### src/rtl/cbus_arbiter_pkg.sv
// Shared cbus types and constants, plus the reference round-robin pick used
// to cross-check the arbiter's priority encoder.
package cbus_arbiter_pkg;

    localparam int CBUS_AW     = 32;
    localparam int CBUS_DW     = 32;
    localparam int MAX_MASTERS = 4;

    localparam logic [2:0] MSIZE1 = 3'd0;
    localparam logic [2:0] MSIZE2 = 3'd1;
    localparam logic [2:0] MSIZE4 = 3'd2;

    // len encodes (beats - 1)
    localparam logic [3:0] MLEN1  = 4'd0;
    localparam logic [3:0] MLEN2  = 4'd1;
    localparam logic [3:0] MLEN4  = 4'd3;
    localparam logic [3:0] MLEN8  = 4'd7;
    localparam logic [3:0] MLEN16 = 4'd15;

    typedef logic [$clog2(MAX_MASTERS)-1:0] master_id_t;

    typedef enum logic {
        ARB_IDLE = 1'b0,
        ARB_BUSY = 1'b1
    } arb_state_e;

    typedef struct packed {
        logic               valid;
        logic               is_write;
        logic [2:0]         size;
        logic [CBUS_AW-1:0] addr;
        logic [3:0]         strobe;
        logic [CBUS_DW-1:0] data;
        logic [3:0]         len;
    } cbus_req_t;

    typedef struct packed {
        logic               ready;
        logic               last;
        logic [CBUS_DW-1:0] data;
    } cbus_resp_t;

    // First valid index scanning ptr, ptr+1, ... modulo n.
    function automatic master_id_t rr_pick(input logic [MAX_MASTERS-1:0] valid,
                                           input master_id_t ptr, input int n);
        master_id_t win;
        logic       found;
        int         idx;
        win   = '0;
        found = 1'b0;
        for (int k = 0; k < MAX_MASTERS; k++) begin
            idx = (int'(ptr) + k) % n;
            if (k < n && !found && valid[idx]) begin
                win   = master_id_t'(idx);
                found = 1'b1;
            end
        end
        return win;
    endfunction

endpackage

### src/rtl/cbus_arbiter_rr_priority_encoder.sv
// Masked round-robin picker: lowest valid index at or above ptr_i, otherwise
// the lowest valid index overall (wrap-around).
module rr_priority_encoder #(
    parameter int N = 2
) (
    input  logic [N-1:0]         valid_i,
    input  logic [$clog2(N)-1:0] ptr_i,
    output logic [$clog2(N)-1:0] grant_o,
    output logic                 any_o
);
    localparam int W = $clog2(N);

    logic [N-1:0] mask;
    logic [N-1:0] masked;

    always_comb begin
        mask = '0;
        for (int i = 0; i < N; i++) begin
            mask[i] = (i >= int'(ptr_i));
        end
    end

    assign masked = valid_i & mask;
    assign any_o  = |valid_i;

    // Descending scans so the lowest matching index is written last.
    always_comb begin
        grant_o = '0;
        for (int i = N - 1; i >= 0; i--) begin
            if (valid_i[i]) grant_o = W'(i);
        end
        if (|masked) begin
            for (int i = N - 1; i >= 0; i--) begin
                if (masked[i]) grant_o = W'(i);
            end
        end
    end

endmodule

### src/rtl/cbus_arbiter.sv
// Shares one cbus memory port among NUM_MASTERS requesters; a grant lasts for a
// whole burst and ends on the response beat carrying last.
module cbus_arbiter
    import cbus_arbiter_pkg::*;
#(
    parameter int NUM_MASTERS = 2,
    parameter int ROUND_ROBIN = 1
) (
    input  logic                           clk,
    input  logic                           reset,
    input  cbus_req_t  [NUM_MASTERS-1:0]   mreq,
    output cbus_resp_t [NUM_MASTERS-1:0]   mresp,
    output cbus_req_t                      oreq,
    input  cbus_resp_t                     oresp,
    output logic                           busy,
    output logic [$clog2(NUM_MASTERS)-1:0] grant_id
);
    localparam int IDW = $clog2(NUM_MASTERS);

    arb_state_e       state_q;
    logic [IDW-1:0]   grant_id_q;
    logic [IDW-1:0]   rr_ptr_q;
    logic [IDW-1:0]   rr_ptr_d;
    logic [IDW-1:0]   ptr_sel;
    logic [IDW-1:0]   pick;
    logic             any_valid;
    logic             burst_end;
    logic [NUM_MASTERS-1:0] vld;
    logic [MAX_MASTERS-1:0] vld_ext;

    always_comb begin
        vld     = '0;
        vld_ext = '0;
        for (int i = 0; i < NUM_MASTERS; i++) begin
            vld[i]     = mreq[i].valid;
            vld_ext[i] = mreq[i].valid;
        end
    end

    // Fixed priority is round-robin pinned to pointer 0.
    assign ptr_sel = (ROUND_ROBIN != 0) ? rr_ptr_q : '0;

    rr_priority_encoder #(.N(NUM_MASTERS)) u_pick (
        .valid_i (vld),
        .ptr_i   (ptr_sel),
        .grant_o (pick),
        .any_o   (any_valid)
    );

    assign burst_end = oresp.ready & oresp.last;
    assign rr_ptr_d  = (grant_id_q == IDW'(NUM_MASTERS - 1)) ? '0 : grant_id_q + IDW'(1);

    always_ff @(posedge clk) begin
        if (reset) begin
            state_q    <= ARB_IDLE;
            grant_id_q <= '0;
            rr_ptr_q   <= '0;
        end else begin
            case (state_q)
                ARB_IDLE: begin
                    if (any_valid) begin
                        grant_id_q <= pick;
                        state_q    <= ARB_BUSY;
                    end
                end
                ARB_BUSY: begin
                    // A request seen on the ending beat waits for the next IDLE cycle.
                    if (burst_end) begin
                        state_q  <= ARB_IDLE;
                        rr_ptr_q <= rr_ptr_d;
                    end
                end
                default: state_q <= ARB_IDLE;
            endcase
        end
    end

    assign busy     = (state_q == ARB_BUSY);
    assign grant_id = grant_id_q;

    // Request path depends only on registered state and mreq, never on oresp.
    always_comb begin
        oreq = '0;
        if (state_q == ARB_BUSY) oreq = mreq[grant_id_q];
    end

    always_comb begin
        for (int j = 0; j < NUM_MASTERS; j++) begin
            mresp[j]      = '0;
            mresp[j].data = oresp.data;
            if (state_q == ARB_BUSY && grant_id_q == IDW'(j)) begin
                mresp[j].ready = oresp.ready;
                mresp[j].last  = oresp.last;
            end
        end
    end

    // Granted master must hold valid until it sees last.
    a_hold: assert property (@(posedge clk) disable iff (reset)
        (state_q == ARB_BUSY) |-> mreq[grant_id_q].valid);

    a_pick: assert property (@(posedge clk) disable iff (reset)
        (state_q == ARB_IDLE && any_valid) |->
            (master_id_t'(pick) == rr_pick(vld_ext, master_id_t'(ptr_sel), NUM_MASTERS)));

endmodule

### config.mk
export PLATFORM = sky130hd
export DESIGN_NAME = cbus_arbiter
export DESIGN_NICKNAME = d
export VERILOG_FILES = /design/src/rtl/cbus_arbiter_pkg.sv /design/src/rtl/cbus_arbiter_rr_priority_encoder.sv /design/src/rtl/cbus_arbiter.sv
export SDC_FILE = /design/constraint.sdc
export NUM_CORES = 1
export LEC_CHECK = 0
export BUFFER_PORTS_ARGS = -buffer_cell sky130_fd_sc_hd__buf_2
export CAP_MARGIN = 10
export CORE_AREA = 5 5 127 129
export DETAILED_ROUTE_END_ITERATION = 8
export DIE_AREA = 0 0 132 134
export GPL_TIMING_DRIVEN = 0
export HOLD_SLACK_MARGIN = 0.12
export PLACE_DENSITY_LB_ADDON = 0.05
export SETUP_SLACK_MARGIN = 0.1
export SLEW_MARGIN = 25
export SYNTH_ARGS = -nofsm -noshare
export SYNTH_HDL_FRONTEND = slang
export SYNTH_HIERARCHICAL = 1
export SYNTH_SLANG_ARGS = --single-unit
### constraint.sdc
create_clock -name clk -period 2.05 [get_ports clk]
set_clock_uncertainty 0.1 [all_clocks]
set_input_delay 0.615 -clock clk [delete_from_list [all_inputs] [get_ports clk]]
set_output_delay 0.615 -clock clk [all_outputs]
set_load 0.02 [all_outputs]
# After elaboration in Yosys (flattened, before gate mapping)
# Cells that the tools add are included.
[word_totals]
register_bits = 3
output_inout_bits = 147
wordCells = 30
[op_classes]
add_sub_neg = 1
n_lt_le_gt_ge = 2
n_mux = 14
bitwise = 4
n_reduce_logical = 6
[ops]
columns = ["op", "count"]
rows = [
  ["77-bit 2-to-1 mux", 3],
  ["1-bit 2-to-1 mux", 8],
  ["2-bit 2-to-1 mux", 2],
  ["2-bit AND reduction", 2],
  ["2-bit OR reduction", 2],
  ["2-bit bitwise AND", 1],
  ["1-bit logical AND", 2],
  ["1-bit by 2-bit less-than comparator with 1-bit output (second input constant)", 1],
  ["1-bit NOT", 2],
  ["1-bit one-hot mux with 2 select lines", 1],
  ["1-bit adder (second input constant)", 1],
  ["1-bit bitwise AND", 1],
  ["1-bit >= comparator (first input constant)", 1],
]

# Longest topological paths before layout
# Gate-level depths: netlist of run 1.
[depth]
word_depth = 5
ltp_mapped = 4
depth_no_buf = 4

# Cells and area by module
# The synthesis of run 1 kept the hierarchy.
[modules_own_cells]
columns = ["module", "instances", "cells_per_inst", "area_each_um2", "seq_area_each_um2"]
rows = [
  ["cbus_arbiter", 1, 253, 2060.7, 60.1],
  ["rr_priority_encoder", 1, 3, 17.5, 0.0],
]

# Worst setup path before layout of run 1
# Ideal clock, no wire load.
[synth_path]
kind = "flip-flop to output port"
from = "register grant_id_q, in the netlist grant_id"
to = "output oreq[0] in the netlist's numbering"
t_arrival_ns = 1.231
path_slack_ns = 0.104
path_stages_with_launch = 5
n_path_buf = 2
path_cell_list = "dfxtp_1 > buf_6 > buf_12 > mux2i_1 > nor2b_1"
[synth_lines]
columns = ["element", "line_no", "source"]
rows = [
  ["start: declaration", "cbus_arbiter.sv:21", "logic [IDW-1:0] grant_id_q;"],
  ["start signal: assignment", "cbus_arbiter.sv:62", "grant_id_q <= pick;"],
  ["end: declaration", "cbus_arbiter.sv:13", "output cbus_req_t oreq,"],
]

==> impl_metrics.toml, run 1 <==
[cts]
cts_root_buf = "clkbuf_16"
ctsHoldBuffers = 0
clock_latency_ns = 0.22
cts_tree = "built"
clk_path_buf_depth = 2
cts_buffers = 3
htreeDepth = 1
clock-sinks = 3
clkTransAtPathRegs_ns = 0.03

[critical_path]
crit_fanout = 10
path_cells = "buf_12 > buf_12 > mux2i_2 > nor2b_1 > buf_2"
critPathBufInv = 3
reg2reg_depth = 4
slowest_delay_ns = 0.39
critPathKind = "reg2out"
r2r_end = "grant_id"
cp_data_required_time_ns = 1.33
end_kind = "output pin"
r2r_setup_slack_ns = 1.03
worstReg2RegStart = "grant_id"
crit_path_frequent_cell = "buf_12"
worstSetupStartpoint = "grant_id"
cp_num_cells = 5
crit_end = "oreq[44]"
startpoint_type = "flop"
cp_data_arrival_time_ns = 1.36
critPathTopFamily = "buffers and inverters"
crit_slowest_cell = "dfxtp_4"

[placed_design]
dp.cells = 748
io_buffers = 304
place_worst_setup_slack_ns = -0.0456
place_congestion = 0.737
dpl.hpwl_mm = 9.37

[outcome]
status = "finished with violations"
violations = "setup timing"

[global_route]
antenna_found_initial = 0
grt_pass1_vias = 2977
grt_util_all_layers_pct = 10.9
gr-total-overflow = 0
grt_pass1_wl_mm = 15.6
grt_max_degree = 11

[flow_run]
drv_cap = 0

[synthesis]
yosysUniqueCellTypes = 16
ys.flop_type = "dfxtp_1"
ys_warn_count = 6
synth_top_area_share_pct = 37.6
synth_seq_cells = 3
synth_top_area_cell = "mux2i_1"
syn_area_um2 = 2080
seq_area_frac_synth_pct = 2.89
synth_area_leaders = "mux2i_1, buf_4, nor2b_1"
syn_area_per_cell_um2 = 8.12
async_reset_ff_share_pct = 0
synth_nets = 446
synth_commonest_cells = "mux2i_1, nor2b_1, buf_4"
synth_edf_count = 0
syn-instance-count = 256

[floorplan]
die_w_um = 132
row_count = 45
start_util_pct = 13.9
die_h_um = 134
ios = 337
dieArea_um2 = 17700
design.core.area_um2 = 14900

[cells_and_area]
fillers = 1632
diodes = 0
multiInputGateArea_um2 = 1380
regArea_um2 = 67.6
fin_cells = 762
syn_to_final_growth_pct = 109
drive_above_1_share_pct = 71.1
final_nets = 765

[sta]
fin_crit_sh_pct = 101
drv_slew = 0
worst_pin_slew_ns = 0.141
setup_slack_ns = -0.0222
rsz0062_at_grt = "yes"
hold_ws_ns = 0.399
max_clock_freq_mhz = 483
fin_crit_ns = 2.07
slew_headroom_pct = 90.3
hold_viol = 0
setup_viol = 7

[detailed_routing]
routedWlPerCell_um = 14.3
first_pass_iters = 3
post-route-drc-count = 0
wirelength_mm = 10.9
routed_via_density = 3.72
drt_iter0_drc = 25
vias = 2837
drtAntennaViolNets = 0

[pwr]
leakagePower_nw = 2.28
ir_drop_mv = 0.227
powerDensity_nw_per_um2 = 335

[hold_path]
min_path_type = "reg2reg"
==> worst register-to-register path, stage by stage, from the launching register on <==
cell	delay, ns
dfxtp_4	0.36
buf_4	0.14
buf_8	0.13
mux2i_1	0.13
nor2_1	0.05
==> kinds of logic after synthesis <==
group           count (synthesis)  synth area share [%]
compound gates                  2                 0.723
buf+inv                        83                  32.6
flops                           3                  2.89
mux                            78                  37.6
simple gates                   90                  26.2
==> area by class of cell <==
type	count	share of cell area [%]
well taps	188	5.41
plain buffers	82	17.2
multi-input cells	170	31.8
flip-flops and latches	3	1.55
repair buffers	314	42.1
clock buffers	4	1.81
inverters	1	0.0863
==> state kept, by name (all words and copies together), names as in the netlist <==
signal and flops:
busy 1, grant_id 1, ptr_sel 1
==> where the power goes <==
part / internal (mW) / switching [mW] / leakage [nW]
combinational: 0.563 / 0.516 / 2.22
clock: 0.257 / 0.0544 / 0.0382
sequential: 0.0620 / 0.00651 / 0.0259
==> cell usage in the layout (no fill, tap or decap), types with 2 or more instances in the layout <==
cell type and instances:
mux2i_2 5, clkbuf_4 5, mux2i_4 2, nand2_1 2, mux2i_1 71, dfxtp_4 2, buf_16 2, and3_1 3
nor2b_1 78, buf_4 123, clkbuf_16 5, buf_12 9, buf_6 3, nor2_1 5, buf_8 3, buf_2 247
==> through the flow <==
stage / total power [mW] / TNS (ns) / cell area, um^2 / util [%]
3_5_place_dp: 1.04 / -0.264 / 3830 / 25.7
2_1_floorplan: 0.663 / 0 / 2080 / -
6_report: 1.46 / -0.0674 / 4350 / 29.1
4_1_cts: 1.43 / -0.652 / 4170 / 27.9
5_1_grt: 1.55 / -2.65 / 4350 / 29.1
3_3_place_gp: 1.04 / -0.0819 / 3830 / 25.7
==> per-layer routing <==
| layer | routed length (um) | GRT usage, % |
|---|---|---|
| met1 | 3760 | 11.6 |
| met5 | 0 | 0 |
| met2 | 6040 | 21.5 |
| met3 | 1010 | 2.78 |
| met4 | 61 | 1.71 |
==> worst min path at each step <==
| stage | from | endpoint | slack (ns) | cells past startpoint |
|---|---|---|---|---|
| 2_1_floorplan | ptr_sel | ptr_sel | 0.37 | 2 |
| 3_3_place_gp | ptr_sel | ptr_sel | 0.39 | 2 |
| 3_5_place_dp | ptr_sel | ptr_sel | 0.40 | 2 |
| 4_1_cts | ptr_sel | ptr_sel | 0.40 | 2 |
| 5_1_grt | ptr_sel | ptr_sel | 0.45 | 2 |
| 6_report | ptr_sel | ptr_sel | 0.40 | 2 |
==> what timing repair did <==
item                                    in CTS  in global routing
pin swaps                                    0                  1
setup buffers                                2                  3
endpoints found under the setup margin      79                 81
gates cloned                                 3                  2
resized for setup                           71                 35
Power figures use the tool's default switching activity.
==> inputs of run 2 (changes only) <==
--- a/config.mk
+++ b/config.mk
@@ -12,6 +12,7 @@
 export DIE_AREA = 0 0 132 134
 export GPL_TIMING_DRIVEN = 0
 export HOLD_SLACK_MARGIN = 0.12
+export MAX_ROUTING_LAYER = met4
 export PLACE_DENSITY_LB_ADDON = 0.05
 export SETUP_SLACK_MARGIN = 0.1
 export SLEW_MARGIN = 25
==> constraint.sdc (replaced) <==
create_clock -name clk -period 2.19 [get_ports clk]
set_clock_uncertainty 0.1 [all_clocks]
set_input_delay 0.657 -clock clk [delete_from_list [all_inputs] [get_ports clk]]
set_output_delay 0.657 -clock clk [all_outputs]
set_load 0.02 [all_outputs]
==> run 2 against run 1 <==
Against the previous run: critical endpoint is now oreq[16]; flip-flop and latch count stayed put; largest cell class unchanged; final cell count fell by 0.52%; sequential power shrank 6.6%; non-clock buffer count shrank 4; the run now ends clean; critical path type unchanged; design area down 4.5%.
==> impl_metrics.toml, run 2 (synthesis gave the netlist of run 1 again) <==
[outcome]
status = "complete, no violations"

[cells_and_area]
mostFrequentLayoutCell = "buf_2"
diodes = 0
final_nets = 761
drive_above_1_share_pct = 70.9
layout_common_cells = "buf_2, buf_4, nor2b_1, mux2i_1, buf_12"
syn_to_final_growth_pct = 99.8
fillers = 1640

[floorplan]
design.core.area_um2 = 14900
ios = 337
dieArea_um2 = 17700
row_count = 45
start_util_pct = 13.9
die_h_um = 134
die_w_um = 132

[critical_path]
slowest_delay_ns = 0.36
crit_fanout = 10
critPathTopFamily = "buffers and inverters"
startpoint_type = "flop"
critPathKind = "reg2out"
critPathBufInv = 3
reg2reg_depth = 4
cp_num_cells = 5
end_kind = "output pin"
crit_path_frequent_cell = "buf_12"
cp_data_arrival_time_ns = 1.36
crit_slowest_cell = "dfxtp_4"
path_cells = "buf_12 > buf_12 > mux2i_1 > nor2b_1 > buf_4"
cp_data_required_time_ns = 1.43

[placed_design]
dpl.hpwl_mm = 9.37
place_congestion = 0.750
io_buffers = 304

[detailed_routing]
routedWlPerCell_um = 14.2
wirelength_mm = 10.7
post-route-drc-count = 0
drtAntennaViolNets = 0
drt_iter0_drc = 23
routed_via_density = 3.72
first_pass_iters = 4
vias = 2821

[cts]
htreeDepth = 1
cts_tree = "built"
clk_path_buf_depth = 2
cts_root_buf = "clkbuf_16"
clkTransAtPathRegs_ns = 0.03
clock_latency_ns = 0.22
cts_buffers = 3
clock-sinks = 3

[sta]
fin_crit_sh_pct = 96.7
setup_viol = 0
slew_headroom_pct = 86.0
max_clock_freq_mhz = 472
tns_ns = 0
hold_ws_ns = 0.402
hold_viol = 0
fin_crit_ns = 2.12
drv_slew = 0
rsz0062_at_grt = "yes"
worst_pin_slew_ns = 0.209

[global_route]
grt_util_all_layers_pct = 11.1
grt_max_degree = 11
antenna_found_initial = 0
grt_pass1_vias = 2966
gr-total-overflow = 0
grt_pass1_wl_mm = 15.5

[hold_path]
min_path_type = "reg2reg"
holdPathStages = 2

[flow_run]
drv_cap = 0

[pwr]
powerDensity_nw_per_um2 = 315
ir_drop_mv = 0.204
leakagePower_nw = 2.24
==> run 2: power by group <==
group,switching [mW],leakage (nW),internal (mW)
logic,0.476,2.17,0.477
clock network,0.0511,0.0382,0.240
registers,0.00603,0.0259,0.0580
total,0.533,2.24,0.775
==> run 2: path summary, 6_finish.rpt <==
check	slack (ns)	from	to
setup / recovery	0.07	grant_id	oreq[16]
hold / removal	0.40	ptr_sel	ptr_sel
setup reg to reg	1.17	busy	busy
hold reg to reg	0.40	ptr_sel	ptr_sel
==> run 2: timing repair <==
item,4_1_cts,5_1_grt
resized for setup,33,19
buffers inserted,2,0
endpoints found under the setup margin,79,77
gates cloned,3,1
hold buffers,0,0
endpoints found under the hold margin,0,0
==> run 2: final cells by class <==
class / count / area, um^2 / area share (%)
clock buffers: 4 / 78.8 / 1.90
flip-flops and latches: 3 / 67.6 / 1.63
well taps: 188 / 235 / 5.66
inverters: 1 / 3.75 / 0.0904
plain buffers: 82 / 721 / 17.4
repair buffers: 310 / 1660 / 40.0
multi-input cells: 170 / 1380 / 33.3
==> run 2: worst reg2reg max path: cells and delay by family, from the launching register on <==
kind / cells / cell delay, ns
buf+inv: 2 / 0.29
flops: 1 / 0.36
simple gates: 2 / 0.16
==> run 2: metrics by stage <==
stage / instance area [um^2] / instances / worst slack, ns / utilization (%) / power (mW)
6_report: 4150 / 758 / 0.0730 / 27.8 / 1.31
5_1_grt: 4150 / 758 / 0.00729 / 27.8 / 1.39
4_1_cts: 4070 / 757 / 0.0433 / 27.3 / 1.31
3_5_place_dp: 3830 / 748 / 0.0524 / 25.7 / 0.971
3_3_place_gp: 3830 / 748 / 0.0690 / 25.7 / 0.972
2_1_floorplan: 2080 / 256 / 0.202 / - / 0.620
==> run 2: metal layers <==
metal | up-vias | GRT usage [%] | wire length (um)
li1 | 1406 | - | -
met1 | 1229 | 12.0 | 3870
met2 | 182 | 21.4 | 5880
met3 | 4 | 2.29 | 930
met4 | 0 | 1.71 | 63
met5 | - | - | 0
